### config.mk
export PLATFORM = sky130hd
export DESIGN_NAME = instr_fetch_unit
export DESIGN_NICKNAME = d
export VERILOG_FILES = /design/src/rtl/instr_fetch_unit_pkg.sv /design/src/rtl/fetch_buffer.sv /design/src/rtl/instr_fetch_unit.sv
export SDC_FILE = /design/constraint.sdc
export NUM_CORES = 1
export LEC_CHECK = 0
export CAP_MARGIN = 25
export CELL_PAD_IN_SITES_DETAIL_PLACEMENT = 0
export CELL_PAD_IN_SITES_GLOBAL_PLACEMENT = 1
export CORE_MARGIN = 2
export CORE_UTILIZATION = 31
export CTS_BUF_LIST = sky130_fd_sc_hd__clkbuf_4 sky130_fd_sc_hd__clkbuf_8
export DETAILED_ROUTE_END_ITERATION = 16
export GPL_TIMING_DRIVEN = 0
export PLACE_DENSITY = 0.66
export SLEW_MARGIN = 20
export SYNTH_ARGS = -nofsm -noshare
export SYNTH_HDL_FRONTEND = slang
export SYNTH_SLANG_ARGS = --single-unit
### constraint.sdc
create_clock -name clk -period 2 [get_ports clk]
set_input_delay 0.3 -clock clk [delete_from_list [all_inputs] [get_ports clk]]
set_output_delay 0.3 -clock clk [all_outputs]
set_load 0.02 [all_outputs]
### src/rtl/instr_fetch_unit_pkg.sv
// Shared fetch-stage types and constants.
// Widths, NOP encoding and default reset PC.
package instr_fetch_unit_pkg;

  localparam int INSTR_W = 32;
  localparam int ADDR_W  = 32;

  localparam logic [INSTR_W-1:0] NOP = 32'h0000_0000;
  localparam logic [ADDR_W-1:0] DEF_RESET_PC = 32'h0000_0000;

  typedef struct packed {
    logic [ADDR_W-1:0]  pc;
    logic [INSTR_W-1:0] instr;
  } fetch_entry_t;

  localparam fetch_entry_t EMPTY_ENTRY = '{pc: '0, instr: NOP};

endpackage

### src/rtl/fetch_buffer.sv
// Two-entry in-order {pc, instr} queue.
// Head is slot 0; empty output shows a NOP entry.
module fetch_buffer
  import instr_fetch_unit_pkg::*;
(
  input  logic         clk,
  input  logic         rst_n,
  input  logic         flush_i,
  input  logic         push_i,
  input  logic         pop_i,
  input  fetch_entry_t wdata_i,
  output fetch_entry_t rdata_o,
  output logic         full_o,
  output logic         empty_o
);

  fetch_entry_t slot_q [2];
  fetch_entry_t slot_d [2];
  logic [1:0]   cnt_q, cnt_d;
  logic         do_pop, do_push;

  // Next-state for slots and occupancy; flush drops everything.
  always_comb begin
    slot_d[0] = slot_q[0];
    slot_d[1] = slot_q[1];
    cnt_d     = cnt_q;
    do_pop    = pop_i & (cnt_q != 2'd0);
    do_push   = push_i & ((cnt_q != 2'd2) | do_pop);
    if (flush_i) begin
      cnt_d = 2'd0;
    end else begin
      case ({do_push, do_pop})
        2'b01: begin
          slot_d[0] = slot_q[1];
          cnt_d     = cnt_q - 2'd1;
        end
        2'b10: begin
          slot_d[cnt_q[0]] = wdata_i;
          cnt_d            = cnt_q + 2'd1;
        end
        2'b11: begin
          if (cnt_q == 2'd2) begin
            slot_d[0] = slot_q[1];
            slot_d[1] = wdata_i;
          end else begin
            slot_d[0] = wdata_i;
          end
        end
        default: ;
      endcase
    end
  end

  // Slot and count registers.
  always_ff @(posedge clk or negedge rst_n) begin
    if (!rst_n) begin
      slot_q[0] <= EMPTY_ENTRY;
      slot_q[1] <= EMPTY_ENTRY;
      cnt_q     <= 2'd0;
    end else begin
      slot_q[0] <= slot_d[0];
      slot_q[1] <= slot_d[1];
      cnt_q     <= cnt_d;
    end
  end

  assign empty_o = (cnt_q == 2'd0);
  assign full_o  = (cnt_q == 2'd2);
  assign rdata_o = empty_o ? EMPTY_ENTRY : slot_q[0];

endmodule

### src/rtl/instr_fetch_unit.sv
// Fetch stage: PC register, redirect handling,
// enqueue decision feeding a 2-entry buffer.
module instr_fetch_unit
  import instr_fetch_unit_pkg::*;
#(
  parameter logic [ADDR_W-1:0] RESET_PC  = DEF_RESET_PC,
  parameter logic [ADDR_W-1:0] ADDR_STEP = 32'd1
) (
  input  logic               clk,
  input  logic               rst_n,
  output logic [ADDR_W-1:0]  imem_addr,
  input  logic [INSTR_W-1:0] imem_instr,
  input  logic               redirect_valid,
  input  logic [ADDR_W-1:0]  redirect_pc,
  input  logic               id_ready,
  output logic               if_valid,
  output logic [INSTR_W-1:0] if_instr,
  output logic [ADDR_W-1:0]  if_pc
);

  logic [ADDR_W-1:0] pc_q, pc_d;
  logic              push, pop;
  logic              buf_full, buf_empty;
  fetch_entry_t      head, wentry;

  // Redirect wins over everything; else enqueue when a slot frees.
  always_comb begin
    pc_d = pc_q;
    push = 1'b0;
    pop  = 1'b0;
    if (redirect_valid) begin
      pc_d = redirect_pc;
    end else begin
      pop  = ~buf_empty & id_ready;
      push = ~buf_full | pop;
      if (push) pc_d = pc_q + ADDR_STEP;
    end
  end

  // Fetch PC register.
  always_ff @(posedge clk or negedge rst_n) begin
    if (!rst_n) pc_q <= RESET_PC;
    else        pc_q <= pc_d;
  end

  assign wentry = '{pc: pc_q, instr: imem_instr};

  fetch_buffer u_buf (
    .clk     (clk),
    .rst_n   (rst_n),
    .flush_i (redirect_valid),
    .push_i  (push),
    .pop_i   (pop),
    .wdata_i (wentry),
    .rdata_o (head),
    .full_o  (buf_full),
    .empty_o (buf_empty)
  );

  assign imem_addr = pc_q;
  assign if_valid  = ~buf_empty;
  assign if_instr  = head.instr;
  assign if_pc     = head.pc;

endmodule
; Yosys cells after proc, flatten, opt, wreduce, memory -nomap -nowiden
; Cells that the tools add are included.
[classes]
addsub = 3
mul = 0
div = 0
n_lt_le_gt_ge = 2
n_eq_ne = 6
shift = 0
muxes = 14
n_bitwise = 9
n_reduce_logical = 9
[op_table]
columns = operator, n
row1 = $mux W64, 4
row2 = $pmux W64 S3, 1
row3 = $bwmux W128, 1
row4 = $pmux W64 S2, 1
row5 = $demux W64 S1, 1
row6 = $mux W32, 2
row7 = $add A32 B1 Y32 const B, 1
row8 = $eq A2 B2 Y1 const B, 3
row9 = $reduce_bool A2 Y1, 3
row10 = $reduce_bool A3 Y1, 2
row11 = $ne A2 B2 Y1 const B, 2
row12 = $pmux W2 S2, 1
row13 = $and A1 B1 Y1, 3
row14 = $not A1 Y1, 3
row15 = $reduce_and A3 Y1, 1
row16 = $add A2 B1 Y2 const B, 1
row17 = $eq A2 B1 Y1 const B, 1
row18 = $ge A2 B2 Y1 const B, 1
row19 = $logic_not A2 Y1, 1
row20 = $lt A2 B1 Y1 const B, 1
row21 = $mux W1, 2
row22 = $mux W2, 1
row23 = $not A1 Y2, 1
row24 = $or A1 B1 Y1, 2
row25 = 3 further kinds, 3
[totals]
ff_bits = 162
latchBits = 0
ramBits = 0
rom_bits = 0
out_inout_bits = 97
wordCells = 49
n_memories = 0

; Logic depth before layout (Yosys ltp)
; Gate-level depths: netlist of the first run.
[depth]
depth_word = 10
depth_mapped = 7

; Modules after synthesis
; From an unflattened synthesis of the first run, not the netlist that was laid out.
[hier_totals]
cells_unflattened = 1181
hier_area_um2 = 10242.3
[by_module_without_submodules]
columns = mod, instances, cells_per_inst, area_each_um2, seq_area_each_um2
row1 = fetch_buffer, 1, 954, 8271.7, 3253.1
row2 = instr_fetch_unit, 1, 227, 1970.6, 800.8

; Least setup slack after synthesis of the first run
; OpenSTA, ideal clock, no wires.
[synth_timing]
path_type = reg-to-reg
start = reg pc_q[0], in the netlist imem_addr[0]
end = reg pc_q[30], in the netlist imem_addr[30]
setup_ps = 82
arrival_time_ps = 2105
t_required_ps = 1918
path_slack_ps = -187
path_stages_with_launch = 7
n_path_buf = 1
synth_period_minus_slack_ps = 2187
path_cell_list = dfrtp_1 -> ha_1 -> nand3_1 -> or4_1 -> clkbuf_1 -> or4_1 -> a31oi_1
[synth_via]
elab_chain_cells = 3
[synth_lines]
columns = element, line
row1 = "start, declared", instr_fetch_unit.sv:21  ; logic [ADDR_W-1:0] pc_q, pc_d;
row2 = "start signal, assigned", instr_fetch_unit.sv:43  ; else pc_q <= pc_d;
row3 = $add A32 B1 Y32, instr_fetch_unit.sv:36  ; if (push) pc_d = pc_q + ADDR_STEP;
row4 = $mux W32, instr_fetch_unit.sv:36
row5 = $mux W32, instr_fetch_unit.sv:31  ; if (redirect_valid) begin
; No other way between the ends. The select of a mux whose other input is x is not followed.
; A chain may end at the register's enable or synchronous reset.

; Worst setup path after layout of the first run
[layout_timing]
start = reg u_buf.cnt_q[1]
end = reg pc_q[30], in the netlist imem_addr[30]
[layout_via]
elab_chain_cells = 5
elab_cells_between_ends = 7
[layout_lines]
columns = element, line
row1 = "start, declared", fetch_buffer.sv:19  ; logic [1:0] cnt_q, cnt_d;
row2 = "start signal, assigned", fetch_buffer.sv:63  ; cnt_q <= cnt_d;
row3 = $logic_not A2 Y1, fetch_buffer.sv:67  ; assign empty_o = (cnt_q == 2'd0);
row4 = $not A1 Y1, instr_fetch_unit.sv:34  ; pop = ~buf_empty & id_ready;
row5 = $and A1 B1 Y1, instr_fetch_unit.sv:34
row6 = $or A1 B1 Y1 (*), instr_fetch_unit.sv:35  ; push = ~buf_full | pop;
row7 = $reduce_bool A2 Y1 (no source line) (*), n/a
; Mark *: on every way between the ends. The rest lies on a longest branch, timed or not.

==> summary.txt, run 1 <==
Status
  – Status: finished with violations
  – Violations in the final reports: setup timing

Worst setup path
  – Critical path required time: 2360 ps
  – CP Launch Type: flop
  – CP cell instances: buf_4, nor3b_2, or4_4, or4_1, a31oi_1
  – Crit path max-delay cell type: or4_4
  – Worst Setup Path Type: flop to flop
  – CP Capture Type: flop
  – R2r setup slk: -50 ps
  – CP arrival: 2410 ps
  – Slowest cell delay on critical path: 550 ps
  – CP Max Fanout: 8

GRT
  – Global-route wire length before repair: 34800 µm
  – GRT Total Usage: 18.4%
  – Initial antenna violation count: 0
  – Largest net degree at the start of global routing: 95
  – GRT Residual Overflow: 0
  – Vias in the first global route: 6002

Synth
  – Synth Register Bits: 162
  – Post-synth EDFFs: 0
  – Synth warn: 0
  – Sequential element share of the synthesized area: 54.7%
  – Syn nets: approximately 730
  – Primary FF master, synth: dfrtp_1
  – Mapped Area: 7410 µm²
  – Area leader, netlist: dfrtp_1
  – Synth area leaders: dfrtp_1 55%, mux2_2 9.7%, a222oi_1 8.6%, and2_1 5.5%, inv_1 3.5%
  – Synthesized netlist cell count: 663
  – Post-synthesis cell type count: 46
  – Synth top area share: 54.7%
  – Average size of a mapped cell: 11.2 µm²
  – Async SR Flop Fraction: 100%

Die
  – Core ar.: 23500 µm²
  – Initial core utilization: 31.6%
  – Num rows: 56
  – I/O Pins: between 150 and 200
  – Die area: 25200 µm²
  – Die W: 159 µm
  – Die H: 159 µm

Clock network
  – Reg clk slew, reported paths: 90 ps
  – H-tree depth: 4
  – Number of CTS-inserted buffers: 17
  – Clock root cell: clkbuf_8
  – Clock sinks: between 150 and 200
  – TritonCTS clock tree: built
  – Clk Latency, worst-skew pair: 450 ps
  – Clock Path Buffers: 2

Routing
  – Vias: 6230
  – DRT antenna net count: 0
  – Mean number of vias per cell: between 5 and 6
  – 1st-iter DRT viols: around 600
  – First-pass DRT Iterations: 7
  – DRC: 0
  – Drt wl/cell: 19.1 µm
  – Final wirelength: 23100 µm

Timing
  – Worst Max-Slew Pin Slew: 638 ps
  – Fin crit period: 2050 ps
  – Period utilization: 103%
  – Hold Vio Cnt, Final: 0
  – Setup-failing EPs final: 48
  – Fin. max-slew vios: 0
  – Max_slew headroom: 57.5%
  – RSZ-0062 raised after global routing: true
  – Final setup margin: -51.6 ps
  – Top achievable clock speed: 487 MHz
  – Clock skew: ~17 ps
  – Final Hold Slack: between 300 and 400 ps

Power and ir drop
  – Worst vdd ir: 0.000452 V
  – Power density cells: 908 nW/µm²
  – Leakage power: 4.64 nW
  – Design Power: 9.42 mW

Cells and area
  – Layout cells sized above 1: between 30 and 40%
  – Syn-to-layout area delta: 39.9%
  – Fin nets: 949
  – Commonest non-fill, non-tap cell in the layout: dfrtp_1
  – Most frequent cells in the layout: 139 x dfrtp_1, 92 x clkdlybuf4s50_1, 68 x inv_1
  – Fin area: just over 10000 µm²
  – Fin cells: 1213

Place
  – Final Wtd Congestion: approximately 0.76
  – Detail Placement HPWL: 15300 µm
  – Placed insts: approximately 1100
  – Port Buffers: 163
  – Placed Area: 9540 µm²

Job
  – Max-Cap Viols: 0

Hold path
  – Min-delay worst type: primary input to asynchronous set/reset pin
-- path summary, 6_finish.rpt --
| kind | from | end | depth (start not counted) |
|---|---|---|---|
| worst min-delay path | rst_n | imem_addr[3] | 2 |
| worst max register to register | u_buf.cnt_q[1] | imem_addr[30] | 5 |
| max in group asynchronous | rst_n | imem_addr[23] | 3 |
| min in group clk | redirect_pc[13] | imem_addr[13] | 3 |
| worst max-delay path | u_buf.cnt_q[1] | imem_addr[30] | 5 |
| worst min register to register | u_buf.slot_q[50] | u_buf.slot_q[114] | 2 |
-- metrics by stage --
step | setup TNS [ps] | setup slack, ps | utilization [%]
finish | -1390 | -51.6 | 44.2
global route | -7850 | -162 | 44.2
CTS | -6810 | -145 | 42.5
detailed placement | -124900 | -804 | 40.7
global placement | -1185680 | -7010 | 40.5
floorplan | -29.8 | -25.8 | -
-- sequential cells by signal, summed over array words and instances, names as in the netlist --
name          count
u_buf.slot_q    128
imem_addr        32
u_buf.cnt_q       2
-- metal layers --
layer	global-route usage [%]	up-vias	share of wire, %
met1	26.2	3164	47
met5	0	-	0
met4	4.29	0	0.90
met2	28.5	184	47
met3	4.06	12	5.5
li1	-	2870	-
-- kinds of logic (layout without fill, tap and decap cells) --
family / Yosys count / after routing / share of synthesized area, %
fa+ha+maj: 1 / 1 / 0.169
compound gates: 121 / 121 / 13.6
buf+inv: 122 / 352 / 6.40
xor+xnor: 9 / 9 / 1.06
simple gates: 183 / 183 / 14.2
mux: 65 / 65 / 9.86
other cells: 0 / 1 / 0
flops: 162 / 162 / 54.7
-- report_power, final --
part	leakage, nW	switching [mW]	internal, mW
clock network	0.178	1.32	1.05
registers	1.92	0.460	4.03
logic	2.54	1.23	1.32
-- cells in the mapped netlist, types with 5 or more instances --
master	n
dfrtp_1	162
inv_1	69
and2_1	65
a222oi_1	64
mux2_2	64
clkbuf_1	47
nand2_1	24
nor2_1	24
a31oi_1	15
o21ai_0	14
nand3_1	13
or4_1	13
o31ai_1	11
nand4_1	7
xnor2_1	7
a21oi_1	6
nor3_1	6
nor4_1	5
or3_1	5
-- cell type report --
class,instances,area [µm²]
diodes,1,2.50
plain buffers,47,323
clock buffers,19,255
clock inverters,13,129
fillers,2281,13100
inverters,70,263
multi-input cells,379,3090
flip-flops and latches,162,4080
well taps,319,399
repair buffers,203,1820
-- worst max-delay path: cells and delay by family (launching register included) --
family	cells	cell delay [ps]
AO/OA/AOI/OAI	1	200
flip-flops	1	400
buffers and inverters	1	160
AND/OR/NAND/NOR	3	1210
-- timing repair --
| action | in CTS | in global routing |
|---|---|---|
| setup endpoints to repair | 208 | 218 |
| hold endpoints to repair | 68 | 0 |
| pin swaps | 5 | 14 |
| hold buffers | 1 | 0 |
| gates cloned | 0 | 2 |
| setup buffers | 25 | 10 |
| gates resized for setup | 304 | 128 |
Power figures use the tool's default switching activity.
==> run 2, diff against run 1 <==
--- a/config.mk
+++ b/config.mk
@@ -5,6 +5,7 @@
 export SDC_FILE = /design/constraint.sdc
 export NUM_CORES = 1
 export LEC_CHECK = 0
+export ABC_CLOCK_PERIOD_IN_PS = 2000
 export CAP_MARGIN = 25
 export CELL_PAD_IN_SITES_DETAIL_PLACEMENT = 0
 export CELL_PAD_IN_SITES_GLOBAL_PLACEMENT = 1
==> results of run 2 <==
Same layout as run 1: the final DEF is identical, and so are final timing and power.
==> run 3, diff against run 2 <==
--- a/config.mk
+++ b/config.mk
@@ -5,16 +5,18 @@
 export SDC_FILE = /design/constraint.sdc
 export NUM_CORES = 1
 export LEC_CHECK = 0
-export ABC_CLOCK_PERIOD_IN_PS = 2000
+export ABC_CLOCK_PERIOD_IN_PS = 2270
 export CAP_MARGIN = 25
 export CELL_PAD_IN_SITES_DETAIL_PLACEMENT = 0
 export CELL_PAD_IN_SITES_GLOBAL_PLACEMENT = 1
+export CORE_ASPECT_RATIO = 0.9
 export CORE_MARGIN = 2
 export CORE_UTILIZATION = 31
 export CTS_BUF_LIST = sky130_fd_sc_hd__clkbuf_4 sky130_fd_sc_hd__clkbuf_8
 export DETAILED_ROUTE_END_ITERATION = 16
+export GPL_ROUTABILITY_DRIVEN = 0
 export GPL_TIMING_DRIVEN = 0
-export PLACE_DENSITY = 0.66
+export PLACE_DENSITY = 0.63
 export SLEW_MARGIN = 20
 export SYNTH_ARGS = -nofsm -noshare
 export SYNTH_HDL_FRONTEND = slang
==> constraint.sdc (replaced) <==
create_clock -name clk -period 2.27 [get_ports clk]
set_input_delay 0.3405 -clock clk [delete_from_list [all_inputs] [get_ports clk]]
set_output_delay 0.3405 -clock clk [all_outputs]
set_load 0.02 [all_outputs]
==> run 3 against run 2 <==
Net effect: the flow now finishes without violations; critical path type unchanged; sequential share of layout area is 2.0 points higher; first-iteration DRC count is 35% higher; global-route usage is 0.26 points lower; worst hold slack better by 32 ps; sequential cell count stayed put; largest cell class unchanged; non-clock buffer count is 21 lower; clock skew is 3.4 ps lower; worst setup slack better by 150 ps.
==> summary.txt, run 3 (same netlist as run 1, synthesis figures left out) <==
Status
  – Status: completed (was finished with violations)

Worst setup path
  – CP Capture Type: flop (unchanged)
  – CP Launch Type: flop (unchanged)
  – CP Max Fanout: 10 (was 8)
  – Critical path required time: 2590 ps (was 2360 ps)
  – Crit path max-delay cell type: or4_4 (unchanged)
  – Most frequent CP cell: buf_6
  – Slowest cell delay on critical path: 550 ps (about the same)
  – CP top delay family: simple AND/OR/NAND/NOR gates (unchanged)
  – CP arrival: 2490 ps (was 2410 ps)
  – Worst Path Buf+Inv: 3 (was 1)
  – Worst Setup Path Type: flop to flop (unchanged)
  – CP cell instances: nand3_1, or4_4, buf_6, buf_6, clkbuf_2, o31ai_1, a31oi_1 (was buf_4, nor3b_2, or4_4, or4_1, a31oi_1)

Routing
  – WL met2: 10900 µm (was 10800 µm)
  – Mean number of vias per cell: 5.28 (was 5.14)
  – DRC: 0 (unchanged)
  – Final wirelength: 22900 µm (was 23100 µm)
  – WL met3: 1470 µm (was 1280 µm)
  – Drt wl/cell: 19.5 µm (was 19.1 µm)
  – Vias: 6199 (was 6230)
  – First-pass DRT Iterations: 9 (was 7)
  – Top Metal Used: met5 (was met4)
  – 1st-iter DRT viols: 805 (was 595)
  – DRT antenna net count: 0 (unchanged)
  – Metal-1 WL: 10100 µm (was 10800 µm)

Job
  – Max-Cap Viols: 0 (unchanged)

Die
  – Initial core utilization: 31.7% (was 31.6%)
  – Core ar.: 23400 µm² (was 23500 µm²)
  – Die area: 25200 µm² (about the same)
  – Die W: 167 µm (was 159 µm)
  – I/O Pins: 165 (unchanged)
  – Die H: 151 µm (was 159 µm)
  – Num rows: 53 (was 56)

Clock network
  – Clk Latency, worst-skew pair: 460 ps (was 450 ps)
  – Clock sinks: 162 (unchanged)
  – Reg clk slew, reported paths: 90 ps (about the same)
  – TritonCTS clock tree: built (unchanged)
  – Number of CTS-inserted buffers: 17 (unchanged)
  – Clock Path Buffers: 2 (unchanged)
  – Clock root cell: clkbuf_8 (unchanged)
  – H-tree depth: 4 (unchanged)

Timing
  – Final Hold Slack: 406 ps (was 374 ps)
  – Fin crit period: 2180 ps (was 2050 ps)
  – Top achievable clock speed: 460 MHz (was 487 MHz)
  – Setup-failing EPs final: 0 (was 48)
  – Clock skew: 13.9 ps (was 17.2 ps)
  – Hold Vio Cnt, Final: 0 (unchanged)
  – Worst Max-Slew Pin Slew: 924 ps (was 638 ps)
  – Period utilization: 95.9% (was 103%)
  – Fin. max-slew vios: 0 (unchanged)
  – Max_slew headroom: 38.4% (was 57.5%)

Cells and area
  – Number of flip-flops under the largest register name: 128 (unchanged)
  – Commonest non-fill, non-tap cell in the layout: dfrtp_1 (unchanged)
  – Fillers: 2295 (was 2281)
  – Most frequent cells in the layout: 150 x dfrtp_1, 97 x clkdlybuf4s50_1, 69 x inv_1 (was 139 x dfrtp_1, 92 x clkdlybuf4s50_1, 68 x inv_1)
  – Diode count: 0 (was 1)
  – Biggest register: u_buf.slot_q (unchanged)
  – Layout cells sized above 1: 23.9% (was 33.3%)
  – Final core utilization: 42.1% (was 44.2%)
  – Fin nets: 928 (was 949)
  – Syn-to-layout area delta: 32.8% (was 39.9%)

GRT
  – Initial antenna violation count: 1 (was 0)
  – Global-route wire length before repair: 35300 µm (was 34800 µm)
  – Vias in the first global route: 6316 (was 6002)
  – GRT Residual Overflow: 0 (unchanged)
  – Largest net degree at the start of global routing: 94 (was 95)
  – GRT Total Usage: 18.1% (was 18.4%)

Power and ir drop
  – Leakage power: 4.39 nW (was 4.64 nW)
  – Sequential power share: 49.0% (was 47.7%)
  – Combinational share of power: 25.4% (was 27.1%)
  – Sw Ratio: 32.2% (was 32.0%)
  – Clock power share: 25.6% (was 25.2%)
  – Power density cells: 822 nW/µm² (was 908 nW/µm²)
  – Worst vdd ir: 0.000363 V (was 0.000452 V)
  – Switching pwr: 2.61 mW (was 3.01 mW)
  – Pint: 5.49 mW (was 6.40 mW)

Place
  – Port Buffers: 163 (unchanged)
  – Detail Placement HPWL: 16200 µm (was 15300 µm)

Hold path
  – Min-delay worst type: primary input to asynchronous set/reset pin (unchanged)
## run 3: cell count changes in the layout (fill, tap and decap cells not counted), moves of 7 or more
cell and delta:
buf_6 -23, buf_4 -18, and2_1 +16, and2_4 -16, buf_2 -15, dlygate4sd2_1 +14
clkbuf_1 +13, dfrtp_1 +11, dfrtp_2 -11, clkbuf_2 +10, clkdlybuf4s15_2 +7
## run 3: final cells by class
type                            instances  area (µm²)  area share [%]
Inverter                               70         263            2.67
Tap cell                              302         378            3.84
Timing Repair Buffer                  181        1570            16.0
Multi-Input combinational cell        379        2930            29.7
Clock inverter                         13         128            1.30
Clock buffer                           19         255            2.59
Buffer                                 48         253            2.57
Sequential cell                       162        4070            41.3
## run 3: metrics by stage
stage	area, µm²	TNS [ps]	setup WS, ps	instances	power (mW)
6_report	9850	0	93.9	1174	8.09
4_1_cts	9970	0	1.08	1164	8.20
5_1_grt	9850	-9.94	-9.94	1174	8.55
3_3_place_gp	9420	-990730	-5640	1128	6.02
2_1_floorplan	7410	0	83.3	663	5.13
3_5_place_dp	9450	-93070	-775	1129	6.14
## run 3: path summary, 6_finish.rpt
path | from | slack (ps) | to | cells after the start
worst max register to register | imem_addr[13] | 90 | imem_addr[24] | 7
min in group clk | redirect_pc[5] | 440 | imem_addr[5] | 3
worst min-delay path | rst_n | 410 | u_buf.slot_q[67] | 2
worst min register to register | u_buf.slot_q[38] | 480 | u_buf.slot_q[102] | 2
max in group asynchronous | rst_n | 970 | imem_addr[0] | 3
worst max-delay path | imem_addr[13] | 90 | imem_addr[24] | 7
## run 3: power groups by stage
stage,Sequential (mW),Combinational (mW),Clock (mW)
2_1_floorplan,3.95,1.18,0
3_3_place_gp,3.99,2.04,0
3_5_place_dp,4.03,2.11,0
4_1_cts,3.97,2.09,2.14
5_1_grt,4.05,2.23,2.27
6_report,3.97,2.05,2.07
## run 3: timing repair
action	in CTS	in global routing
pin swaps	0	1
hold buffers	1	0
buffers inserted	3	13
hold endpoints to repair	69	0
endpoints found under the setup margin	172	119
cloned	0	0
resized for setup	185	64
## run 3: layer usage
layer | track usage [%] | vias up
met5 | 0 | -
met4 | 5.47 | 2
met3 | 4.10 | 25
met2 | 29.3 | 209
met1 | 24.4 | 3139
li1 | - | 2824
==> RTL change: new RTL, config.mk and constraints of run 2 <==
The package constant `ADDR_W` goes from 32 to 40.
--- a/src/rtl/instr_fetch_unit_pkg.sv
+++ b/src/rtl/instr_fetch_unit_pkg.sv
@@ -3,7 +3,7 @@
 package instr_fetch_unit_pkg;
 
   localparam int INSTR_W = 32;
-  localparam int ADDR_W  = 32;
+  localparam int ADDR_W  = 40;
 
   localparam logic [INSTR_W-1:0] NOP = 32'h0000_0000;
   localparam logic [ADDR_W-1:0] DEF_RESET_PC = 32'h0000_0000;
Interface: changed (resized if_pc, imem_addr and redirect_pc); port bits go from 165 to 189. No check against the original RTL was run, so the function may have changed too.
==> RTL change against run 2 <==
  * Worst hold slack got worse by 210 ps
  * Critical path type is now reg2out
  * Sequential share of layout area is 0.84 points lower
  * Routed wire length grew 14%
  * Largest power group unchanged
  * The flow still finishes with violations (negative setup slack)
  * Sequential cell count up 24
  * Die area grew 13%
  * Setup slack lost 21 ps
  * Final area is 17% higher
  * Power grew 17%
  * Highest routed layer unchanged
  * Register-to-register slack gained 20 ps
  * Synthesized area rose by 14%
==> RTL change: results (changes against run 2) <==
Placement
  • Placed cells: 1279 (+12%)
  • Port buffer count: 188 (+15%)
  • Placer Congestion: 0.750 (-0.86%)
  • DP Worst Slack: -1040 ps (-236 ps)
  • DP HPWL: 17800 µm (+16%)
  • Post-DP Area: 10900 µm² (+14%)

Timing
  • Slew Limit Headroom: 61.0% (+3.5 points)
  • Worst setup slack after layout: -72.6 ps (-21.0 ps)
  • # setup viols final: 65 (+35%)
  • Post-Route Setup TNS: -2170 ps (-781 ps)

GRT
  • Met3 Use GR: 3.65% (-0.41 points)
  • Total GRT Usage: 18.7% (+0.35 points)
  • Largest net degree at the start of global routing: 96 (+1.1%)
  • Vias in the first global route: 6998 (+17%)
  • First-pass GRT wire length: 41000 µm (+18%)

Synthesis
  • Syn nets: 824 (+13%)
  • Register area share after synthesis: 55.3% (+0.61 points)
  • Count of different cell masters after synthesis: 38 (-17%)
  • Post-synth top cells: dfrtp_1 (186), inv_1 (80), and2_1 (74)

Detailed routing
  • Initial DRC Count: 869 (+46%)

Run status
  • Outcome: finished with violations
  • Failing checks: negative setup slack

Clock network
  • Post-CTS Resized: 460 (+51%)
  • Post-CTS Setup Bufs: 20 (-20%)

Power
  • Sw Ratio: 30.1% (-1.9 points)
  • Leakage power: 5.50 nW (+19%)

Final layout
  • Fillers: 2553 (+12%)
  • Max reg flops: 144 (+13%)
  • Antenna diodes: 0 (-1)
  • Layout cells sized above 1: 37.6% (+4.4 points)

Setup path
  • CP Data Arrival Time: 1770 ps (-640 ps)
RTL change: area by class of cell:
class                           count  area, µm²  area share (%)
Buffer                             49        398            3.27
Clock buffer                       20        256            2.11
Clock inverter                     12        186            1.53
Inverter                           81        304            2.50
Multi-Input combinational cell    429       3560            29.3
Sequential cell                   186       4690            38.5
Tap cell                          341        427            3.51
Timing Repair Buffer              227       2340            19.2
RTL change: worst max-delay path: stages, from the launching register on:
cell and delay [ps]:
dfrtp_1 430, nor2_2 150, inv_2 100, clkbuf_16 190, clkbuf_16 160, and2_4 140
buf_6 120
RTL change: cells by family after synthesis:
family / share of synthesized area [%]
simple gates: 13.6
flops: 55.3
buf+inv: 5.95
compound gates: 11.4
mux: 9.89
xor+xnor: 3.75
fa+ha+maj: 0.149
RTL change: layer usage:
metal | share of wire (%) | wire (µm)
met1 | 47 | 12400
met2 | 47 | 12400
met3 | 4.9 | 1290
met4 | 1.1 | 280
met5 | 0 | 0
RTL change: final timing paths:
path | startpoint | endpoint | slack (ps) | cells after the start
worst max-delay path | u_buf.cnt_q[0] | if_pc[15] | -70 | 6
worst min-delay path | rst_n | u_buf.slot_q[122] | 160 | 2
worst max register to register | imem_addr[16] | imem_addr[39] | -30 | 6
worst min register to register | u_buf.slot_q[54] | u_buf.slot_q[126] | 480 | 2
max in group asynchronous | rst_n | u_buf.slot_q[32] | 750 | 4
min in group clk | redirect_pc[7] | imem_addr[7] | 370 | 3
RTL change: power groups by stage:
stage	combinational (mW)	sequential [mW]	clock [mW]
after floorplan	1.43	5.13	0
after global routing	3.30	5.25	3.10
after CTS	2.82	5.12	2.94
final	3.05	5.14	2.86
after global placement	2.54	5.18	0
after detailed placement	2.58	5.21	0
